--- config.mk ---
export PLATFORM = sky130hd
export DESIGN_NAME = traveler_frame_uart_tx
export DESIGN_NICKNAME = d
export VERILOG_FILES = /design/src/rtl/traveler_frame_uart_tx.sv
export SDC_FILE = /design/constraint.sdc
export NUM_CORES = 1
export LEC_CHECK = 0
export CAP_MARGIN = 20
export CORE_MARGIN = 5
export CORE_UTILIZATION = 45
export CTS_CLUSTER_SIZE = 24
export DETAILED_ROUTE_END_ITERATION = 8
export PLACE_DENSITY = 0.65
export REMOVE_ABC_BUFFERS = 1
export SLEW_MARGIN = 0
export SYNTH_ARGS = -nofsm -noshare
export SYNTH_HDL_FRONTEND = slang
export SYNTH_SLANG_ARGS = --single-unit
--- constraint.sdc ---
create_clock -name clk -period 3.14 [get_ports clk]
set_clock_uncertainty 0.15 [all_clocks]
set_input_delay 0.314 -clock clk [delete_from_list [all_inputs] [get_ports clk]]
set_output_delay 0.314 -clock clk [all_outputs]
set_load 0.05 [all_outputs]
--- src/rtl/traveler_frame_uart_tx.sv ---
// traveler_frame_uart_tx
// Watches the traveler target-selection byte and sends every new non-zero
// value once as an 8N1-style UART frame (LSB first). There is one pending
// slot, so a change that arrives during a frame is kept. If several changes
// arrive before the slot drains, the newest value wins and overwrite pulses.
//
// Ports:
//   clk        system clock, rising edge
//   rst_n      asynchronous active-low reset
//   data_in    target byte from upstream, held stable between changes
//   tx         UART serial line, idle high
//   busy       high from the START bit through the last STOP bit
//   frame_done one-cycle pulse in the final cycle of the last stop bit
//   overwrite  one-cycle pulse when the pending byte is replaced unsent
module traveler_frame_uart_tx #(
    parameter int CLKS_PER_BIT = 10416,
    parameter int STOP_BITS    = 1
) (
    input  logic       clk,
    input  logic       rst_n,
    input  logic [7:0] data_in,
    output logic       tx,
    output logic       busy,
    output logic       frame_done,
    output logic       overwrite
);
    localparam int STOP_CLKS = CLKS_PER_BIT * STOP_BITS;
    localparam int BAUD_W    = $clog2(STOP_CLKS) + 1;

    localparam logic [BAUD_W-1:0] BIT_LAST  = BAUD_W'(CLKS_PER_BIT - 1);
    localparam logic [BAUD_W-1:0] STOP_LAST = BAUD_W'(STOP_CLKS - 1);
    // frame_done is registered, so it is raised one cycle ahead of the last stop cycle
    localparam logic [BAUD_W-1:0] STOP_PRE  = BAUD_W'(STOP_CLKS - 2);

    typedef enum logic [1:0] {IDLE, START, DATA, STOP} state_t;

    state_t            state_reg, state_next;
    logic [BAUD_W-1:0] baud_reg, baud_next;
    logic [2:0]        bit_reg, bit_next;
    logic [7:0]        shift_reg, shift_next;
    logic [7:0]        last_seen_reg;
    logic [7:0]        pend_data_reg;
    logic              pend_valid_reg;
    logic              tx_reg, tx_next;
    logic              busy_reg, busy_next;
    logic              frame_done_reg, frame_done_next;
    logic              overwrite_reg;
    logic              consume;
    logic              change;

    assign change = (data_in != last_seen_reg);

    // Output registers are loaded with the value for the next state, so tx
    // falls on the same edge that consumes the pending byte.
    always_comb begin
        state_next      = state_reg;
        baud_next       = baud_reg;
        bit_next        = bit_reg;
        shift_next      = shift_reg;
        tx_next         = 1'b1;
        busy_next       = 1'b0;
        frame_done_next = 1'b0;
        consume         = 1'b0;
        case (state_reg)
            IDLE: begin
                if (pend_valid_reg) begin
                    consume    = 1'b1;
                    state_next = START;
                    baud_next  = '0;
                    shift_next = pend_data_reg;
                    tx_next    = 1'b0;
                    busy_next  = 1'b1;
                end
            end
            START: begin
                busy_next = 1'b1;
                tx_next   = 1'b0;
                if (baud_reg == BIT_LAST) begin
                    state_next = DATA;
                    baud_next  = '0;
                    bit_next   = 3'd0;
                    tx_next    = shift_reg[0];
                end else begin
                    baud_next = baud_reg + BAUD_W'(1);
                end
            end
            DATA: begin
                busy_next = 1'b1;
                tx_next   = shift_reg[0];
                if (baud_reg == BIT_LAST) begin
                    baud_next = '0;
                    if (bit_reg == 3'd7) begin
                        state_next = STOP;
                        tx_next    = 1'b1;
                    end else begin
                        bit_next   = bit_reg + 3'd1;
                        shift_next = {1'b0, shift_reg[7:1]};
                        tx_next    = shift_reg[1];
                    end
                end else begin
                    baud_next = baud_reg + BAUD_W'(1);
                end
            end
            STOP: begin
                tx_next = 1'b1;
                if (baud_reg == STOP_LAST) begin
                    state_next = IDLE;
                    baud_next  = '0;
                end else begin
                    busy_next       = 1'b1;
                    baud_next       = baud_reg + BAUD_W'(1);
                    frame_done_next = (baud_reg == STOP_PRE);
                end
            end
            default: begin
                state_next = IDLE;
                baud_next  = '0;
            end
        endcase
    end

    always_ff @(posedge clk or negedge rst_n) begin
        if (!rst_n) begin
            state_reg      <= IDLE;
            baud_reg       <= '0;
            bit_reg        <= 3'd0;
            shift_reg      <= 8'h00;
            tx_reg         <= 1'b1;
            busy_reg       <= 1'b0;
            frame_done_reg <= 1'b0;
        end else begin
            state_reg      <= state_next;
            baud_reg       <= baud_next;
            bit_reg        <= bit_next;
            shift_reg      <= shift_next;
            tx_reg         <= tx_next;
            busy_reg       <= busy_next;
            frame_done_reg <= frame_done_next;
        end
    end

    // Change detection and the single pending slot. A zero byte only updates
    // last_seen and never disturbs a byte already waiting to be sent.
    always_ff @(posedge clk or negedge rst_n) begin
        if (!rst_n) begin
            last_seen_reg  <= 8'h00;
            pend_data_reg  <= 8'h00;
            pend_valid_reg <= 1'b0;
            overwrite_reg  <= 1'b0;
        end else begin
            last_seen_reg <= data_in;
            overwrite_reg <= 1'b0;
            if (change && (data_in != 8'h00)) begin
                pend_data_reg  <= data_in;
                pend_valid_reg <= 1'b1;
                // Replacing a byte the FSM is taking this edge is not a loss
                overwrite_reg  <= pend_valid_reg && !consume;
            end else if (consume) begin
                pend_valid_reg <= 1'b0;
            end
        end
    end

    assign tx         = tx_reg;
    assign busy       = busy_reg;
    assign frame_done = frame_done_reg;
    assign overwrite  = overwrite_reg;
endmodule

Yosys cells after proc, flatten, opt, wreduce, memory -nomap -nowiden
Cells that the tools add are included.
W data, S select, Z words.
Cells by class
  add/sub/neg operators: 2
  equality and inequality tests: 13
  mux-type cells: 31
  reductions and logical operators: 13
Operator list (count)
  $eq A15 B14 Y1 const B: 2
  $mux W15: 2
  $pmux W15 S2: 1
  $mux W8: 3
  $pmux W8 S2: 1
  $add A15 B1 Y15 const B: 1
  $mux W1: 12
  $ne A2 B2 Y1 const B: 6
  $mux W2: 5
  $mux W3: 3
  $ne A8 B8 Y1: 1
  $pmux W2 S4: 1
  $reduce_and A4 Y1: 2
  $reduce_bool A8 Y1: 1
  $pmux W3 S2: 1
  $reduce_bool A2 Y1: 3
  $reduce_and A5 Y1: 1
  $eq A2 B2 Y1 const B: 2
  $pmux W1 S4: 1
  $add A3 B1 Y3 const B: 1
  $eq A3 B3 Y1 const B: 1
  $pmux W1 S3: 1
  $reduce_or A3 Y1: 1
  $eq A2 B1 Y1 const B: 1
  other kinds (4): 5
Word-level totals
  register bits: 49
  output and inout port bits: 4
  word-level logic and storage cells: 70

Depth between registers and ports, before layout
Gate-level depths: netlist of run 1.
  depth after elaboration: 5
  depth in mapped cells: 8
  mapped depth without buffers: 7

Least setup slack after synthesis of run 1
OpenSTA, ideal clock, no wires.
  path type: register -> register
  from: register baud_reg[0]
  to: register state_reg[1]
  setup time: 0.125 ns
  arrival time: 2.038 ns
  data required time: 2.865 ns
  slack: 0.828 ns
  cell stages (with the launch flop): 7
  buffers on the path: 0
  clock period less this slack: 2.312 ns
  path through: dfrtp_1 > ha_1 > or3b_1 > nor4_4 > o21bai_1 > a21oi_1 > mux2_2
Between the ends
  longest elaborated chain between the ends: 3
  elaborated cells between the ends (all ways): 5
  classes of those cells: eq/ne (4); reduce/logical (1)
Ends and longest elaborated chain
  start: declaration: line 38  | logic [BAUD_W-1:0] baud_reg, baud_next;
  start signal: assignment: line 133  | baud_reg <= baud_next;
  $eq A15 B14 Y1 (*): line 78, 90, 106
  $ne A2 B2 Y1 (no line)
  $reduce_and A5 Y1 (no line) (*)
  end signal: assignment: line 132  | state_reg <= state_next;
  end: declaration: line 37  | state_t state_reg, state_next;
Every way passes the cells marked *; elsewhere a longest branch is shown, timed or not.
A chain may end at the register's enable or synchronous reset.

Worst setup path after layout of run 1
  from: register baud_reg[0]
  to: register baud_reg[12]
Between the ends
  longest elaborated chain between the ends: 3
  elaborated cells between the ends (all ways): 4
  classes of those cells: add/sub (1); eq/ne (1); mux (2)
Ends and longest elaborated chain
  $add A15 B1 Y15 / $eq A15 B14 Y1 (equally long branches)
  $mux W15 (*): line 78, 90, 106
  $pmux W15 S2 (*): line 64  | case (state_reg)
Marked as above.

==> results of run 1 <==
-- per-layer routing --
layer	part of all wire, %	track usage (%)
met2	45	22.0
met1	50	20.8
met3	3.4	3.04
met4	1.3	3.88
met5	0	0
-- per-stage QoR --
| step | hold slack, ns | utilization (%) | instances | setup WS (ns) |
|---|---|---|---|---|
| after floorplan | -0.132 | - | 232 | 0.592 |
| after global placement | 0.343 | 49.5 | 321 | 0.445 |
| after detailed placement | 0.345 | 49.5 | 321 | 0.348 |
| after CTS | 0.0746 | 51.6 | 329 | 0.354 |
| after global routing | 0.343 | 52.1 | 331 | 0.152 |
| final | 0.298 | 52.1 | 331 | 0.338 |
-- logic make-up after synthesis --
logic type                 after synthesis  share of synthesized area (%)
AOI/OAI and AO/OA                       55                           15.5
xor gates and xnor gates                 9                           3.16
adders and majority gates                8                           4.02
buffers and inverters                   17                           2.66
DFF                                     49                           49.2
muxes                                    9                           4.02
and+or+nand+nor                         97                           21.4
-- cell type report --
| class | instances | area, um^2 |
|---|---|---|
| Timing Repair Buffer | 19 | 185 |
| Clock inverter | 3 | 46.3 |
| Tap cell | 72 | 90.1 |
| Inverter | 5 | 18.8 |
| Clock buffer | 5 | 68.8 |
| Multi-Input combinational cell | 178 | 1200 |
| Fill cell | 521 | 2600 |
| Sequential cell | 49 | 1230 |
-- critical path: stages, from the launching register on --
cell,delay [ns]
dfrtp_1,0.44
ha_1,0.26
or3b_1,0.45
nor4_4,0.58
nor2_1,0.36
and4_1,0.29
o22a_1,0.19
-- final timing paths --
| path | startpoint | to | cells past startpoint |
|---|---|---|---|
| worst max-delay path | baud_reg[0] | baud_reg[12] | 6 |
| worst min-delay path | rst_n | bit_reg[0] | 2 |
| worst max register to register | baud_reg[0] | baud_reg[12] | 6 |
| worst min register to register | pend_data_reg[4] | pend_data_reg[4] | 1 |
| max in group asynchronous | rst_n | baud_reg[8] | 3 |
| min in group clk | pend_data_reg[4] | pend_data_reg[4] | 1 |
-- layout by cell type, fill, tap and decap left out, drive strengths merged, types with 2 or more instances in the layout --
cell,netlist,routed
dfrtp,48,48
nand2,38,38
clkdlybuf4s50,0,12
o21ai,12,12
o22ai,10,10
nor2,9,9
nor4,9,9
nand3,8,8
xor2,8,8
mux2,8,8
ha,8,8
a21oi,7,7
o221a,7,7
nor3,7,7
a22o,6,6
buf,2,6
inv,5,5
a31oi,5,5
clkbuf,10,5
nand2b,4,4
and3,4,4
o22a,3,3
or3,2,2
nand4,2,2
or2,2,2
or4b,2,2
-- power breakdown --
group	internal (W)	switching (W)
Sequential	0.000647	0.0000104
Clock	0.000239	0.000218
Combinational	0.0000299	0.0000278
==> flow_metrics.env, run 1 <==
export IMPL_fp_dieW_um=84.4
export IMPL_worstHoldPathType="in2async"
export IMPL_vias_per_cell=5.60
export IMPL_clkTransAtPathRegs_ns=0.10
export IMPL_irDropWorstVdd_v=0.000279
export IMPL_wl_mm=4.87
export IMPL_setup_viol=0
export IMPL_grt_pass1_vias=1750
export IMPL_grt_pass1_wl_mm=8.49
export IMPL_initialDrtViolationCount=113
export IMPL_ys_types=46
export IMPL_synth_top_cell_area_share_pct=48.2
export IMPL_io_pins=14
export IMPL_synth_common_cells="dfrtp_1, nand2_1, clkbuf_1, o21ai_0, o22ai_1"
export IMPL_cts_root_buf="clkbuf_8"
export IMPL_grt_usage_pct=14.4
export IMPL_tightest_slew_ns=0.848
export IMPL_rsz0062_at_grt="no"
export IMPL_status="finished clean"
export IMPL_port_buffers=13
export IMPL_netlist_top_cells_area="dfrtp_1, nand2_1, ha_1"
export IMPL_crit_path_start_kind="register"
export IMPL_arrival_ns=2.85
export IMPL_drive_gt1_share_pct=13.9
export IMPL_insertion_delay_ns=0.30
export IMPL_antenna_found_initial=0
export IMPL_yosysWarnings=0
export IMPL_critPathMaxFanout=13
export IMPL_largest_reg_flops=15
export IMPL_synth_flop_cell="dfrtp_1"
export IMPL_core_area_um2=5440
export IMPL_drtPass1Iterations=4
export IMPL_synth_top_area_cell="dfrtp_1"
export IMPL_postPlaceCellArea_um2=2690
export IMPL_final_area_um2=2840
export IMPL_slew_limit_headroom_pct=43.3
export IMPL_synth_edf_count=0
export IMPL_area_growth_pct=13.8
export IMPL_synth_area_um2=2490
export IMPL_yosysSeqAreaShare_pct=49.2
export IMPL_synthArstFlopShare_pct=100
export IMPL_cts_tree="yes"
export IMPL_drv_cap=0
export IMPL_gp_congestion=0.844
export IMPL_start_util_pct=45.8
export IMPL_cp_end_kind="register"
export IMPL_syn_inst=244
export IMPL_grt_start_max_net_pins=50
export IMPL_power_w=0.00117
export IMPL_cts_buffers=5
export IMPL_layout_nets=276
export IMPL_cts_num_sinks=49
export IMPL_hold_buffers=0
export IMPL_die_y_um=84.4
export IMPL_tns_ns=0
export IMPL_diodes=0
export IMPL_power_density_nw_per_um2=413
export IMPL_clockBufferDepth=2
export IMPL_hold_viol_final=0
export IMPL_synth_most_common_cell="dfrtp_1"
export IMPL_reg2reg_slack_ns=0.34
export IMPL_crit_type="reg2reg"
export IMPL_cts_resized=0
export IMPL_cts_setup_buffers=0
export IMPL_row_count=27
export IMPL_dpl_hpwl_mm=3.36
export IMPL_ys_seq_elements=49
export IMPL_syn_avg_cell_area_um2=10.2
export IMPL_cp_required_ns=3.19
export IMPL_drtAntennaViolNets=0
export IMPL_vias=1853
export IMPL_overflow=0
export IMPL_leakage_nw=1.20
export IMPL_post_route_period_util_pct=89.2
export IMPL_fmax_ghz=0.357
export IMPL_die_area_um2=7130
export IMPL_slew_viol_final=0
export IMPL_post_drt_wl_per_cell_um=14.7
export IMPL_post_route_min_period_ns=2.80
export IMPL_htree_levels=2
export IMPL_drc=0
Note: power is estimated with default switching activity, not from simulation.
==> inputs of run 2 (changes only) <==
--- a/config.mk
+++ b/config.mk
@@ -5,12 +5,13 @@
 export SDC_FILE = /design/constraint.sdc
 export NUM_CORES = 1
 export LEC_CHECK = 0
-export CAP_MARGIN = 20
 export CORE_MARGIN = 5
 export CORE_UTILIZATION = 45
 export CTS_CLUSTER_SIZE = 24
 export DETAILED_ROUTE_END_ITERATION = 8
+export GPL_TIMING_DRIVEN = 0
 export PLACE_DENSITY = 0.65
+export RECOVER_POWER = 100
 export REMOVE_ABC_BUFFERS = 1
 export SLEW_MARGIN = 0
 export SYNTH_ARGS = -nofsm -noshare
==> flow_metrics.env, run 2 (synthesis gave the netlist of run 1 again) <==
export IMPL_status="finished clean"
export IMPL_critPathMaxFanout=9
export IMPL_cts_num_sinks=49
export IMPL_dpl_hpwl_mm=3.35
export IMPL_area_growth_pct=11.1
export IMPL_cp_required_ns=3.17
export IMPL_drtPass1Iterations=4
export IMPL_drive_gt1_share_pct=12.0
export IMPL_final_cell_mix="dfrtp_1, nand2_1, dlygate4sd3_1"
export IMPL_die_y_um=84.4
export IMPL_grt_usage_pct=14.1
export IMPL_critPathCapture="baud_reg[3]"
export IMPL_start_util_pct=45.8
export IMPL_core_area_um2=5440
export IMPL_worstHoldPathType="reg2reg"
export IMPL_vias=1880
export IMPL_leakage_nw=1.16
export IMPL_grt_start_max_net_pins=35
export IMPL_worstReg2RegStart="baud_reg[0]"
export IMPL_slew_limit_headroom_pct=39.1
export IMPL_reg2reg_slack_ns=0.38
export IMPL_cts_buffers=5
export IMPL_crit_start="baud_reg[0]"
export IMPL_io_pins=14
export IMPL_clockBufferDepth=2
export IMPL_clkTransAtPathRegs_ns=0.09
export IMPL_cts_root_buf="clkbuf_8"
export IMPL_grt_pass1_wl_mm=8.27
export IMPL_initialDrtViolationCount=109
export IMPL_irDropWorstVdd_v=0.000236
export IMPL_overflow=0
export IMPL_fp_dieW_um=84.4
export IMPL_hold_viol_final=0
export IMPL_power_density_nw_per_um2=397
export IMPL_r2r_end="baud_reg[3]"
export IMPL_port_buffers=13
export IMPL_cts_tree="yes"
export IMPL_cts_resized=0
export IMPL_setup_viol=0
export IMPL_grt_pass1_vias=1806
export IMPL_row_count=27
export IMPL_htree_levels=2
export IMPL_gp_congestion=0.798
export IMPL_tightest_slew_ns=0.913
export IMPL_drv_cap=0
export IMPL_slew_viol_final=0
export IMPL_power_w=0.00110
export IMPL_die_area_um2=7130
export IMPL_crit_path_start_kind="register"
export IMPL_worst_r2r_cell_count=8
export IMPL_antenna_found_initial=0
export IMPL_insertion_delay_ns=0.30
export IMPL_drtAntennaViolNets=0
export IMPL_largest_reg_flops=15
export IMPL_rsz0062_at_grt="no"
export IMPL_post_route_min_period_ns=2.76
export IMPL_fmax_ghz=0.363
export IMPL_min_from="pend_data_reg[2]"
export IMPL_layout_nets=276
export IMPL_tns_ns=0
export IMPL_vias_per_cell=5.68
export IMPL_drc=0
export IMPL_post_route_period_util_pct=87.8
export IMPL_wl_mm=4.81
export IMPL_diodes=0
export IMPL_cp_end_kind="register"
export IMPL_post_drt_wl_per_cell_um=14.5
export IMPL_crit_type="reg2reg"
export IMPL_final_common_cell="dfrtp_1"
export IMPL_arrival_ns=2.79
==> run 2: cell type report <==
cell class	count	area (um^2)
clock buffer	6	82.6
tap	72	90.1
timing repair buffer	19	165
inverter	5	18.8
fill	498	2670
multi-input combinational	178	1170
clock inverter	2	16.3
sequential	49	1230
==> run 2: how the worst min path moves through the flow <==
stage,to,cells after the start
after detailed placement,bit_reg[1],1
after CTS,bit_reg[1],2
after floorplan,baud_reg[0],0
after global placement,pend_data_reg[2],1
final,pend_data_reg[2],1
after global routing,pend_data_reg[2],1
==> run 2: critical path, cell delays in order, from the launching register on <==
cell,delay (ns)
dfrtp_1,0.45
ha_1,0.25
or3b_1,0.38
nor4_1,0.45
buf_4,0.25
clkbuf_1,0.20
or2_2,0.22
o211ai_1,0.11
and2_1,0.18
==> run 2: per-layer routing <==
layer / GRT usage (%) / up-vias / routed length, um
met5: 0 / - / 0
met4: 3.02 / 0 / 29
met3: 3.34 / 2 / 151
met2: 24.3 / 23 / 2290
met1: 18.0 / 927 / 2340
li1: - / 928 / -
==> run 2: power breakdown <==
| part | internal, W | switching, W |
|---|---|---|
| Clock | 0.000181 | 0.000207 |
| Sequential | 0.000647 | 0.0000102 |
| Combinational | 0.0000256 | 0.0000269 |
| Total | 0.000854 | 0.000244 |
==> run 2: per-stage QoR <==
stage | area (um^2) | setup WS, ns | std cells | util [%] | hold WS [ns]
6_report | 2770 | 0.383 | 331 | 50.9 | 0.362
5_1_grt | 2770 | 0.199 | 331 | 50.9 | 0.388
4_1_cts | 2790 | 0.109 | 327 | 51.3 | 0.309
3_5_place_dp | 2680 | 0.121 | 318 | 49.3 | 0.111
3_3_place_gp | 2670 | 0.128 | 317 | 49.0 | 0.340
2_1_floorplan | 2440 | 0.592 | 232 | - | -0.132
==> run 2: repair_timing <==
item                                    CTS  global route
hold buffers                              1             0
endpoints found under the setup margin    0             3
buffers inserted                          0             4
endpoints found under the hold margin    14             0
